**config.mk**
```make
export PLATFORM = sky130hd
export DESIGN_NAME = bsg_down_io_assembler
export DESIGN_NICKNAME = d
export VERILOG_FILES = /design/src/rtl/bsg_down_pkg.sv /design/src/rtl/bsg_down_byte_fifo.sv /design/src/rtl/bsg_down_io_assembler.sv
export SDC_FILE = /design/constraint.sdc
export NUM_CORES = 1
export LEC_CHECK = 0
export CORE_MARGIN = 2
export CORE_UTILIZATION = 40
export CTS_CLUSTER_SIZE = 20
export DETAILED_ROUTE_END_ITERATION = 7
export DONT_BUFFER_PORTS = 1
export SLEW_MARGIN = 20
export SYNTH_ARGS = -nofsm -noshare
export SYNTH_HDL_FRONTEND = slang
export SYNTH_SLANG_ARGS = --single-unit
```
**constraint.sdc**
```tcl
create_clock -name clk -period 2.3 [get_ports clk]
set_clock_uncertainty 0.1 [all_clocks]
set_input_delay 0.345 -clock clk [delete_from_list [all_inputs] [get_ports clk]]
set_output_delay 0.345 -clock clk [all_outputs]
set_load 0.05 [all_outputs]
```
**src/rtl/bsg_down_pkg.sv**
```systemverilog
// Shared constants and types for the downstream I/O assembler.
// Holds the default sizing, the lane count and the assembly FSM states.
package bsg_down_pkg;

    localparam int unsigned DEPTH_LG_DEF    = 6;
    localparam int unsigned TOKEN_BATCH_DEF = 4;
    localparam int unsigned LANES           = 4;
    localparam int unsigned LANE_W          = $clog2(LANES);

    typedef enum logic [0:0] {
        ST_FILL = 1'b0,
        ST_HOLD = 1'b1
    } state_e;

endpackage

```
**src/rtl/bsg_down_byte_fifo.sv**
```systemverilog
// Byte FIFO with wrap-bit pointers. A push is ignored while full.
// There is no write-to-read bypass.
module bsg_down_byte_fifo
    import bsg_down_pkg::*;
#(
    parameter int unsigned DEPTH_LG = DEPTH_LG_DEF
) (
    input  logic       clk,
    input  logic       rst_n,
    input  logic       push_i,
    input  logic [7:0] data_i,
    input  logic       pop_i,
    output logic [7:0] data_o,
    output logic       full_o,
    output logic       empty_o
);

    localparam int unsigned DEPTH = 1 << DEPTH_LG;
    localparam logic [DEPTH_LG:0] PTR_ONE = (DEPTH_LG+1)'(1);

    logic [7:0]        mem_q [DEPTH];
    logic [DEPTH_LG:0] wptr_q;
    logic [DEPTH_LG:0] rptr_q;
    logic              wr_s;

    assign full_o  = (wptr_q[DEPTH_LG] != rptr_q[DEPTH_LG]) &&
                     (wptr_q[DEPTH_LG-1:0] == rptr_q[DEPTH_LG-1:0]);
    assign empty_o = (wptr_q == rptr_q);
    assign wr_s    = push_i && !full_o;
    assign data_o  = mem_q[rptr_q[DEPTH_LG-1:0]];

    // Pointer update; the caller only pops when not empty.
    always_ff @(posedge clk or negedge rst_n) begin
        if (!rst_n) begin
            wptr_q <= '0;
            rptr_q <= '0;
        end else begin
            if (wr_s) begin
                wptr_q <= wptr_q + PTR_ONE;
            end
            if (pop_i) begin
                rptr_q <= rptr_q + PTR_ONE;
            end
        end
    end

    // Storage is not reset; the pointers define which entries are live.
    always_ff @(posedge clk) begin
        if (wr_s) begin
            mem_q[wptr_q[DEPTH_LG-1:0]] <= data_i;
        end
    end

endmodule

```
**src/rtl/bsg_down_io_assembler.sv**
```systemverilog
// Packs four FIFO bytes into two half-words for the final core stage.
// Returns one credit token per TOKEN_BATCH bytes drained.
module bsg_down_io_assembler
    import bsg_down_pkg::*;
#(
    parameter int unsigned DEPTH_LG    = DEPTH_LG_DEF,
    parameter int unsigned TOKEN_BATCH = TOKEN_BATCH_DEF
) (
    input  logic        clk,
    input  logic        rst_n,
    input  logic        io_valid_in,
    input  logic [7:0]  io_data_in,
    input  logic        child_ready,
    output logic        child_valid,
    output logic [15:0] core_data0,
    output logic [15:0] core_data1,
    output logic        io_token_out,
    output logic        full,
    output logic        overflow
);

    localparam int unsigned TOK_W = (TOKEN_BATCH > 1) ? $clog2(TOKEN_BATCH) : 1;
    localparam logic [TOK_W-1:0] TOK_LAST = TOK_W'(TOKEN_BATCH - 1);
    localparam logic [TOK_W-1:0] TOK_ONE  = TOK_W'(1);

    state_e            state_q;
    logic [LANE_W-1:0] byte_cnt_q;
    logic [TOK_W-1:0]  tok_cnt_q;
    logic [15:0]       data0_q;
    logic [15:0]       data1_q;
    logic              valid_q;
    logic              token_q;
    logic              overflow_q;

    logic [7:0]        fifo_data_s;
    logic              full_s;
    logic              empty_s;
    logic              pop_s;
    logic              tok_wrap_s;

    assign pop_s      = (state_q == ST_FILL) && !empty_s;
    assign tok_wrap_s = (tok_cnt_q == TOK_LAST);

    bsg_down_byte_fifo #(
        .DEPTH_LG (DEPTH_LG)
    ) u_fifo (
        .clk     (clk),
        .rst_n   (rst_n),
        .push_i  (io_valid_in),
        .data_i  (io_data_in),
        .pop_i   (pop_s),
        .data_o  (fifo_data_s),
        .full_o  (full_s),
        .empty_o (empty_s)
    );

    // Assembly FSM, lane packing, token counting and sticky overflow.
    always_ff @(posedge clk or negedge rst_n) begin
        if (!rst_n) begin
            state_q    <= ST_FILL;
            byte_cnt_q <= '0;
            tok_cnt_q  <= '0;
            data0_q    <= 16'h0000;
            data1_q    <= 16'h0000;
            valid_q    <= 1'b0;
            token_q    <= 1'b0;
            overflow_q <= 1'b0;
        end else begin
            token_q <= pop_s && tok_wrap_s;
            if (pop_s) begin
                tok_cnt_q <= tok_wrap_s ? '0 : (tok_cnt_q + TOK_ONE);
            end
            if (io_valid_in && full_s) begin
                overflow_q <= 1'b1;
            end
            case (state_q)
                ST_FILL: begin
                    if (pop_s) begin
                        case (byte_cnt_q)
                            2'd0:    data0_q[7:0]  <= fifo_data_s;
                            2'd1:    data0_q[15:8] <= fifo_data_s;
                            2'd2:    data1_q[7:0]  <= fifo_data_s;
                            2'd3:    data1_q[15:8] <= fifo_data_s;
                            default: data0_q       <= data0_q;
                        endcase
                        byte_cnt_q <= byte_cnt_q + 2'd1;
                        if (byte_cnt_q == 2'd3) begin
                            valid_q <= 1'b1;
                            state_q <= ST_HOLD;
                        end
                    end
                end
                ST_HOLD: begin
                    if (child_ready) begin
                        valid_q <= 1'b0;
                        state_q <= ST_FILL;
                    end
                end
                default: begin
                    valid_q <= 1'b0;
                    state_q <= ST_FILL;
                end
            endcase
        end
    end

    assign child_valid  = valid_q;
    assign core_data0   = data0_q;
    assign core_data1   = data1_q;
    assign io_token_out = token_q;
    assign full         = full_s;
    assign overflow     = overflow_q;

endmodule

```
# Word-level counts from Yosys, hierarchy flattened
# Memory sizes are Yosys's and may differ from the RTL's.
# Cells that the tools add are included.
dict set report op_classes {
  addsub 4
  eq_ne 10
  muxes 11
  bitwise_logic 1
  reduce_logical 14
}
# op count
set op_table {}
lappend op_table {{3-bit AND reduction} 5}
lappend op_table {{7-bit by 1-bit adder with 7-bit output, second input constant} 2}
lappend op_table {{1-bit 2-to-1 mux} 8}
lappend op_table {{7-bit equality test} 1}
lappend op_table {{2-bit equality test, second input constant} 3}
lappend op_table {{6-bit equality test} 1}
lappend op_table {{1-bit logical AND} 5}
lappend op_table {{2-bit by 1-bit adder with 2-bit output, second input constant} 2}
lappend op_table {{2-bit inequality test, second input constant} 2}
lappend op_table {{1-bit one-hot mux with 2 select lines} 2}
lappend op_table {{2-bit by 1-bit equality test with 1-bit output, second input constant} 1}
lappend op_table {{1-bit zero test} 2}
lappend op_table {{2-bit zero test} 1}
lappend op_table {{2-bit 2-to-1 mux} 1}
lappend op_table {{2-bit by 1-bit inequality test with 1-bit output, second input constant} 1}
lappend op_table {{2-bit AND reduction} 1}
lappend op_table {{1-bit inequality test} 1}
lappend op_table {{1-bit NOT} 1}
dict set report totals {
  ff_bits 54
  mem_bits_rw 512
  in_bits 12
  out_inout_bits 36
  word_cells 53
  memories 1
}
# name words width read_ports rd_clocked_by_memory_dff write_ports line
set mem_list {}
lappend mem_list {u_fifo.mem_q 64 8 1 0 1 bsg_down_byte_fifo.sv:21} ;# logic [7:0] mem_q [DEPTH];

# Logic depth before layout (Yosys ltp)
# Gate-level depths: netlist (run 1).
dict set report depth {
  depth_word 6
  mapped_depth 10
  ltp_nobuf 6
}

# Modules after synthesis
# From an unflattened synthesis (run 1), not the netlist that was laid out.
dict set report unflattened {
  cells_unflattened 1132
  hier_area_um2 22402.7
}
# mod instances cells_each area_per_inst_um2 seq_area_each_um2
set modules_own_cells {}
lappend modules_own_cells {bsg_down_byte_fifo 1 1034 20792.4 15725.1}
lappend modules_own_cells {bsg_down_io_assembler 1 98 1610.3 1001.0}

# Worst setup path after synthesis (run 1)
# Ideal clock, no wire load.
dict set report synth_timing {
  path_type {register to output}
  from {reg u_fifo.rptr_q[0]}
  to {out full}
  arrival_time_ps 2067
  t_required_ps 1855
  path_slack_ps -212
  stages_incl_launch_ff 6
  path_buffers 2
  cell_sequence {dfrtp_1 -> buf_6 -> xnor2_1 -> nand4_1 -> clkbuf_8 -> nor3_1}
}
dict set report synth_between {
  elab_chain_cells 2
}
# item line
set synth_rtl {}
lappend synth_rtl {{from (decl)} bsg_down_byte_fifo.sv:23} ;# logic [DEPTH_LG:0] rptr_q;
lappend synth_rtl {{from (signal assigned)} bsg_down_byte_fifo.sv:42} ;# rptr_q <= rptr_q + PTR_ONE;
lappend synth_rtl {{6-bit equality test} bsg_down_byte_fifo.sv:27} ;# (wptr_q[DEPTH_LG-1:0] == rptr_q[DEPTH_LG-1:0]);
lappend synth_rtl {{1-bit logical AND} bsg_down_byte_fifo.sv:26} ;# assign full_o = (wptr_q[DEPTH_LG] != rptr_q[DEPTH_LG]) &&
lappend synth_rtl {{to (decl)} bsg_down_io_assembler.sv:18} ;# output logic full,
# Every way passes these cells.

# Worst setup path after layout (run 1)
dict set report layout_timing {
  from {reg u_fifo.rptr_q[0]}
  to {reg data1_q[7], in the netlist core_data1[7]}
}
dict set report layout_between {
  elab_chain_cells 4
  elab_cells_between_ends 5
  cone_classes {1 x eq/ne; 3 x reduce/logical; 1 x memory}
}
# item line
set layout_rtl {}
lappend layout_rtl {{parallel branches: the longest is 4 deep, another holds memory 64 x 8 bit} n/a}
lappend layout_rtl {{to (signal assigned)} bsg_down_io_assembler.sv:82} ;# 2'd2: data1_q[7:0] <= fifo_data_s;
lappend layout_rtl {{to (decl)} bsg_down_io_assembler.sv:30} ;# logic [15:0] data1_q;
# Parallel ways; which one is timed is not known.
# A chain may end at the register's enable or synchronous reset.

==> metrics.csv, run 1 <==
metric,value,unit
HP Class,in -> reg,
CP required,2670,ps
worst-path cell chain,buf_8 -> buf_12 -> mux4_1 -> a22o_1 -> a211oi_1 -> buf_4 -> a211o_4 -> a31oi_1,
Reg power frac,37.0,%
antenna cell count,0,
Yosys reg bits,566,
"commonest non-fill, non-tap cell in the layout",edfxtp_1,
synth unique cells,69,
setup TNS,-52970,ps
status,"finished, violations left",
largest net degree at the start of global routing,65,
drt drc,0,
Routed WL per cell,24.99,um
worst-margin pin slew,864.5,ps
endpoint class of the critical path,flip-flop,
DRT antenna net count,0,
Final Hold Fails,0,
Reg2Reg Depth,8,
number of placed I/O pins,48,
utilization after layout,50.97,%
Mapped Area,22840,um2
# port buffers,0,
FMAX,403.6,MHz
r2r startpoint,u_fifo.rptr_q[0]$_DFFE_PN0P_,
Finished Cell Area,28740,um2
initial antenna violation count,0,
total grt overflow,0,
Synthesis Warnings,0,
core box area,56390,um2
Cell Int Power,23.85,mW
Post-synth top flop,edfxtp_1,
Via Count,12260,
failing checks,setup timing,
FF-to-FF End,core_data1[7]$_DFFE_PN0P_,
WHS Endpoint,u_fifo.mem_q[39][0]$_DFFE_PP_,
crit-path leading delay family,compound AO/OA/AOI/OAI gates,
Buf/Inv on CP,3,
clk_lat worst skew,610,ps
GR Layer Usage met2,28.39,%
unrepaired setup endpoints after global routing,yes,
1st-iter DRT viols,1150,
Hold Path Depth,1,
post-synthesis async set-or-reset flop share,9.541,%
clock buffer depth,3,
clk sink count,566,
final worst-path cycle share,107.7,%
max_cap viols,0,
DP Area,25030,um2
Lkg Pwr,9.631,nW
TritonCTS clock tree,built,
CP peak stage delay,560,ps
row count,87,
"commonest non-fill, non-tap cells in the layout","512 x edfxtp_1, 111 x buf_4, 83 x mux4_2, 67 x clkbuf_16, 62 x buf_6",
H-tree levels,2,
All-Layer GR Usage,18.38,%
layout cells sized above 1,41.66,%
"Reg clk slew, reported paths",60,ps
RD Place Congestion,0.8281,
VDD IR max,0.6440,mV
chip width,243.0,um
root buffer cell,clkbuf_16,
global-route wire length before repair,80920,um
vias in the first global route,12260,
setup slack after layout,-177.6,ps
met3 Usage GRT,3.582,%
Crit path arrival time,2850,ps
crit path launch type,flip-flop,
final setup violation count,543,
Switching Fraction,34.78,%
fillcell total,4531,
drt pass-1 iters,5,
post-layout min period,2478,ps
Die ar.,59030,um2
met1 Use GR,26.13,%
max-slew violations,0,
fin nets,1441,
post-synthesis sequential area ratio,73.23,%
area added between synthesis and finish,25.83,%
Hold Startpoint,io_data_in[0],
"Most Used Layer, Global Route",met2,
"wirelength, routed",55600,um
critical path class,reg -> reg,
Chip Height,243.0,um
Reg2Reg Setup Slack,-180,ps
Cell Pwr Density,1272,nW/um2
net switching power,12.72,mW
Clock power frac,24.8,%
vias per cell,5.511,
"Max FO, Critical Path",10,
CP max-delay cell,mux4_1,
Starting Density,40.51,%
CTS Buf Count,57,
Syn Nets,1207,
Final HPWL DP,33870,um
Comb power frac,38.2,%
number of flops mapped to enable cells by yosys,512,
Syn Area/Cell,19.23,um2
slew margin rel.,42.21,%
Cells after Synth,1188,
[routing by layer]
metal	up-vias	share of wire, %
met4	0	3.4
met5	-	0
met2	443	47
met3	111	6.8
met1	6417	43
li1	5291	-
[worst reg2reg max path: stages (launching register included)]
cell	delay (ps)
dfrtp_4	470
buf_8	170
buf_12	160
mux4_1	560
a22o_1	240
a211oi_1	210
buf_4	160
a211o_4	160
a31oi_1	110
[registers in the layout, indices dropped and copies added, names as in the netlist, 2 cells and up]
| name | cells |
|---|---|
| u_fifo.mem_q | 512 |
| core_data1 | 16 |
| core_data0 | 16 |
| u_fifo.wptr_q | 7 |
| byte_cnt_q | 2 |
| u_fifo.rptr_q | 7 |
| tok_cnt_q | 2 |
[worst max-delay path by stage]
| stage | from | endpoint | slack (ps) | cells past startpoint |
|---|---|---|---|---|
| final | u_fifo.rptr_q[0]$_DFFE_PN0P_ | core_data1[7]$_DFFE_PN0P_ | -180 | 8 |
| after global routing | u_fifo.rptr_q[0]$_DFFE_PN0P_ | core_data1[9]$_DFFE_PN0P_ | -250 | 8 |
| after CTS | u_fifo.rptr_q[2]$_DFFE_PN0P_ | full | -190 | 5 |
| after detailed placement | u_fifo.rptr_q[0]$_DFFE_PN0P_ | u_fifo.mem_q[29][2]$_DFFE_PP_ | -340 | 8 |
| after global placement | u_fifo.rptr_q[0]$_DFFE_PN0P_ | u_fifo.mem_q[10][1]$_DFFE_PP_ | -320 | 9 |
| after floorplan | u_fifo.rptr_q[0]$_DFFE_PN0P_ | u_fifo.mem_q[29][0]$_DFFE_PP_ | -210 | 7 |
[synth_stat cells (7+ instances only)]
cell,instances,area (um2)
a21oi_1,7,35.03
a221oi_1,9,78.83
a22oi_1,31,232.7
a31oi_1,13,81.33
and2b_2,7,61.31
buf_2,13,65.06
buf_4,7,52.55
buf_6,13,146.4
clkbuf_1,11,41.29
clkbuf_8,11,151.4
dfrtp_1,54,1351
edfxtp_1,512,15370
ha_1,7,87.58
inv_1,9,33.78
mux2_2,45,506.7
mux2i_1,7,70.07
mux4_1,35,919.6
mux4_2,70,1577
nand2_1,70,262.8
nand3_1,25,125.1
nor2_1,85,319.1
nor3_1,7,35.03
o22ai_1,9,56.30
o31ai_1,23,172.7
xnor2_1,18,157.7
[per-stage QoR]
stage | setup slack (ps) | std cells | hold slack (ps) | power [mW]
6_report | -177.6 | 2225 | 9.589 | 36.57
3_5_place_dp | -339.9 | 2068 | -49.36 | 24.85
3_3_place_gp | -315.6 | 2068 | -49.48 | 24.75
2_1_floorplan | -211.8 | 1188 | -50.59 | 20.91
4_1_cts | -187.6 | 2191 | 6.408 | 34.97
5_1_grt | -245.6 | 2225 | 6.573 | 38.01
[cells by family (layout without fill, tap and decap cells)]
group,after synthesis,count (layout),synth area share (%)
and+or+nand+nor,234,234,4.815
adders and majority gates,7,7,0.3834
muxes,157,157,13.45
buffers and inverters,78,359,2.739
DFF,566,566,73.23
xor gates and xnor gates,21,21,0.8052
AOI/OAI and AO/OA,125,125,4.579
[final cells by class]
cell class	count	area [um2]	share of cell area, %
inverter	10	37.54	0.1306
sequential	566	16740	58.23
timing repair buffer	243	2945	10.25
clock inverter	28	274.0	0.9533
tap	756	945.9	3.291
multi-input combinational	544	6245	21.73
clock buffer	78	1558	5.420
[timing repair]
item | in CTS | in global routing
cloned | 1 | 8
pin swaps | 19 | 55
hold buffers | 12 | 0
buffers inserted | 5 | 31
setup endpoints to repair | 545 | 546
gates resized for setup | 119 | 174
hold endpoints to repair | 570 | 0
[power groups by stage]
stage               clock (mW)  sequential (mW)  combinational [mW]
floorplan                    0             13.6                7.35
global placement             0             13.7                11.1
detailed placement           0             13.7                11.1
CTS                       9.26             13.5                12.2
global route              9.68             13.6                14.7
finish                    9.08             13.5                14.0
(Power assumes the default switching activity.)
==> run 2, diff against run 1 <==
--- a/config.mk
+++ b/config.mk
@@ -7,10 +7,11 @@
 export LEC_CHECK = 0
 export CORE_MARGIN = 2
 export CORE_UTILIZATION = 40
+export CTS_CLUSTER_DIAMETER = 120
 export CTS_CLUSTER_SIZE = 20
 export DETAILED_ROUTE_END_ITERATION = 7
 export DONT_BUFFER_PORTS = 1
-export SLEW_MARGIN = 20
+export SLEW_MARGIN = 5
 export SYNTH_ARGS = -nofsm -noshare
 export SYNTH_HDL_FRONTEND = slang
 export SYNTH_SLANG_ARGS = --single-unit
==> run 2 against run 1 <==
Compared with the run above:
- the run still ends with setup timing left
- first-iteration DRC count fell by 5.7%
- register-to-register slack worse by 80 ps
- combinational power about the same
- via count is 2.4% lower
- sequential share of layout area rose by 1.9 points
- critical path depth rose by 1
- utilization is 1.6 points lower
- final cell count fell by 2.9%
- setup slack got worse by 78 ps
- critical path type unchanged
==> metrics.csv, run 2 (synthesis results as in run 1) <==
metric,value,unit,change
"Max FO, Critical Path",8,,was 10
max_cap viols,0,,unchanged
area added between synthesis and finish,21.82,%,was 25.83%
hold slack final,36.92,ps,was 9.589 ps
critical path class,reg -> reg,,unchanged
fin nets,1409,,was 1441
Final HPWL DP,33870,um,unchanged
failing checks,setup timing,,unchanged
FF-to-FF End,u_fifo.mem_q[18][0]$_DFFE_PP_,,was core_data1[7]$_DFFE_PN0P_
Worst Setup SP,u_fifo.rptr_q[1]$_DFFE_PN0P_,,was u_fifo.rptr_q[0]$_DFFE_PN0P_
slew margin rel.,36.19,%,was 42.21%
fillcell total,4667,,was 4531
global-route wire length before repair,81210,um,was 80920 um
layout cells sized above 1,40.46,%,was 41.66%
clk sink count,566,,unchanged
Lkg Pwr,9.135,nW,was 9.631 nW
area of the multi-input gates,6274,um2,was 6245 um2
max-slew violations,0,,unchanged
initial antenna violation count,0,,unchanged
Final Hold Fails,0,,unchanged
VDD IR max,0.6396,mV,was 0.6440 mV
"Reg clk slew, reported paths",90,ps,was 60 ps
Cell Pwr Density,1196,nW/um2,was 1272 nW/um2
"commonest non-fill, non-tap cell in the layout",edfxtp_1,,unchanged
unrepaired setup endpoints after global routing,yes,,unchanged
Finished Cell Area,27830,um2,was 28740 um2
All-Layer GR Usage,18.59,%,was 18.38%
DP Area,25030,um2,unchanged
drt pass-1 iters,5,,unchanged
post-layout min period,2556,ps,was 2478 ps
worst-path cell chain,xnor2_2 -> nand4_1 -> buf_4 -> o31ai_4 -> buf_6 -> or4_4 -> buf_8 -> nor2_4 -> buf_6,,was buf_8 -> buf_12 -> mux4_1 -> a22o_1 -> a211oi_1 -> buf_4 -> a211o_4 -> a31oi_1
setup TNS,-87110,ps,was -52970 ps
Reg2Reg Setup Slack,-260,ps,was -180 ps
RD Place Congestion,0.8281,,unchanged
endpoint class of the critical path,flip-flop,,unchanged
CP max-delay cell,dfrtp_4,,was mux4_1
post-placement setup slack,-339.9,ps,unchanged
"wirelength, routed",54510,um,was 55600 um
number of flip-flops in the largest register,512,,unchanged
critical path's most frequent cell,buf_6,,
total grt overflow,0,,unchanged
final worst-path cycle share,111.1,%,was 107.7%
worst-margin pin slew,954.4,ps,was 864.5 ps
HP Class,in -> reg,,unchanged
DRT antenna net count,0,,unchanged
clock buffer depth,3,,unchanged
setup slack after layout,-255.8,ps,was -177.6 ps
Crit path arrival time,2730,ps,was 2850 ps
drt drc,0,,unchanged
CTS Buf Count,34,,was 57
Reg2Reg Depth,9,,was 8
WHS Endpoint,u_fifo.mem_q[50][0]$_DFFE_PP_,,was u_fifo.mem_q[39][0]$_DFFE_PP_
Via Count,11970,,was 12260
core box area,56390,um2,unchanged
number of placed I/O pins,48,,unchanged
final setup violation count,545,,was 543
Die ar.,59030,um2,unchanged
utilization after layout,49.35,%,was 50.97%
Routed WL per cell,25.24,um,was 24.99 um
CP peak stage delay,530,ps,was 560 ps
# port buffers,0,,unchanged
Hold Startpoint,io_data_in[0],,unchanged
clk_lat worst skew,580,ps,was 610 ps
FMAX,391.3,MHz,was 403.6 MHz
"commonest non-fill, non-tap cells in the layout","512 x edfxtp_1, 91 x buf_4, 86 x mux4_2, 72 x buf_6, 62 x nand2_1",,"was 512 x edfxtp_1, 111 x buf_4, 83 x mux4_2, 67 x clkbuf_16, 62 x buf_6"
crit path launch type,flip-flop,,unchanged
storage element area,16740,um2,unchanged
Hold Path Depth,1,,unchanged
largest net degree at the start of global routing,65,,unchanged
root buffer cell,clkbuf_16,,unchanged
antenna cell count,0,,unchanged
CP required,2470,ps,was 2670 ps
row count,87,,unchanged
1st-iter DRT viols,1085,,was 1150
vias per cell,5.539,,was 5.511
chip width,243.0,um,unchanged
vias in the first global route,12120,,was 12260
Chip Height,243.0,um,unchanged
TritonCTS clock tree,built,,unchanged
Starting Density,40.51,%,unchanged
H-tree levels,2,,unchanged
status,"finished, violations left",,unchanged
r2r startpoint,u_fifo.rptr_q[1]$_DFFE_PN0P_,,was u_fifo.rptr_q[0]$_DFFE_PN0P_
[run 2: through the flow]
| step | instances | power (mW) |
|---|---|---|
| after floorplan | 1188 | 20.91 |
| after global placement | 2068 | 24.75 |
| after detailed placement | 2068 | 24.85 |
| after CTS | 2142 | 32.44 |
| after global routing | 2160 | 34.68 |
| final | 2160 | 33.28 |
[run 2: final cells by class]
type | instances | share of cell area [%]
Tap cell | 756 | 3.399
Multi-Input combinational cell | 544 | 22.54
Sequential cell | 566 | 60.15
Timing Repair Buffer | 234 | 10.36
Clock inverter | 2 | 0.08993
Clock buffer | 48 | 3.323
Inverter | 10 | 0.1349
[run 2: routing by layer]
metal  vias to the layer above  part of all wire (%)  wire, um  global-route usage, %
met5                         -                     0         0                      0
met4                         0                   3.3      1807                  7.037
met3                        90                   5.6      3038                  2.587
met2                       369                    48     25890                  28.97
met1                      6319                    44     23770                  26.68
li1                       5187                     -         -                      -
[run 2: timing repair]
action | 4_1_cts | 5_1_grt
setup endpoints to repair | 545 | 545
hold buffers | 12 | 0
gates resized for setup | 220 | 110
cloned | 3 | 2
pin swaps | 23 | 46
setup buffers | 10 | 18
endpoints found under the hold margin | 570 | 0
[run 2: how the worst max path moves through the flow]
| stage | to | cells after the start |
|---|---|---|
| floorplan | u_fifo.mem_q[29][0]$_DFFE_PP_ | 7 |
| global placement | u_fifo.mem_q[10][1]$_DFFE_PP_ | 9 |
| detailed placement | u_fifo.mem_q[29][2]$_DFFE_PP_ | 8 |
| CTS | u_fifo.mem_q[10][1]$_DFFE_PP_ | 9 |
| global route | u_fifo.mem_q[18][0]$_DFFE_PP_ | 9 |
| finish | u_fifo.mem_q[18][0]$_DFFE_PP_ | 9 |
[run 2: critical path, delay by kind of cell, from the launching register on]
kind / cells / cell delay (ps)
AND/OR/NAND/NOR: 3 / 730
buffers and inverters: 4 / 650
flip-flops: 1 / 530
XOR/XNOR: 1 / 150
AO/OA/AOI/OAI: 1 / 80
[run 2: power by group]
group | internal (mW) | switching, mW | total, mW
Clock | 2.83 | 3.23 | 6.06
Sequential | 12.0 | 1.49 | 13.5
Combinational | 6.35 | 7.36 | 13.7
Total | 21.2 | 12.1 | 33.3
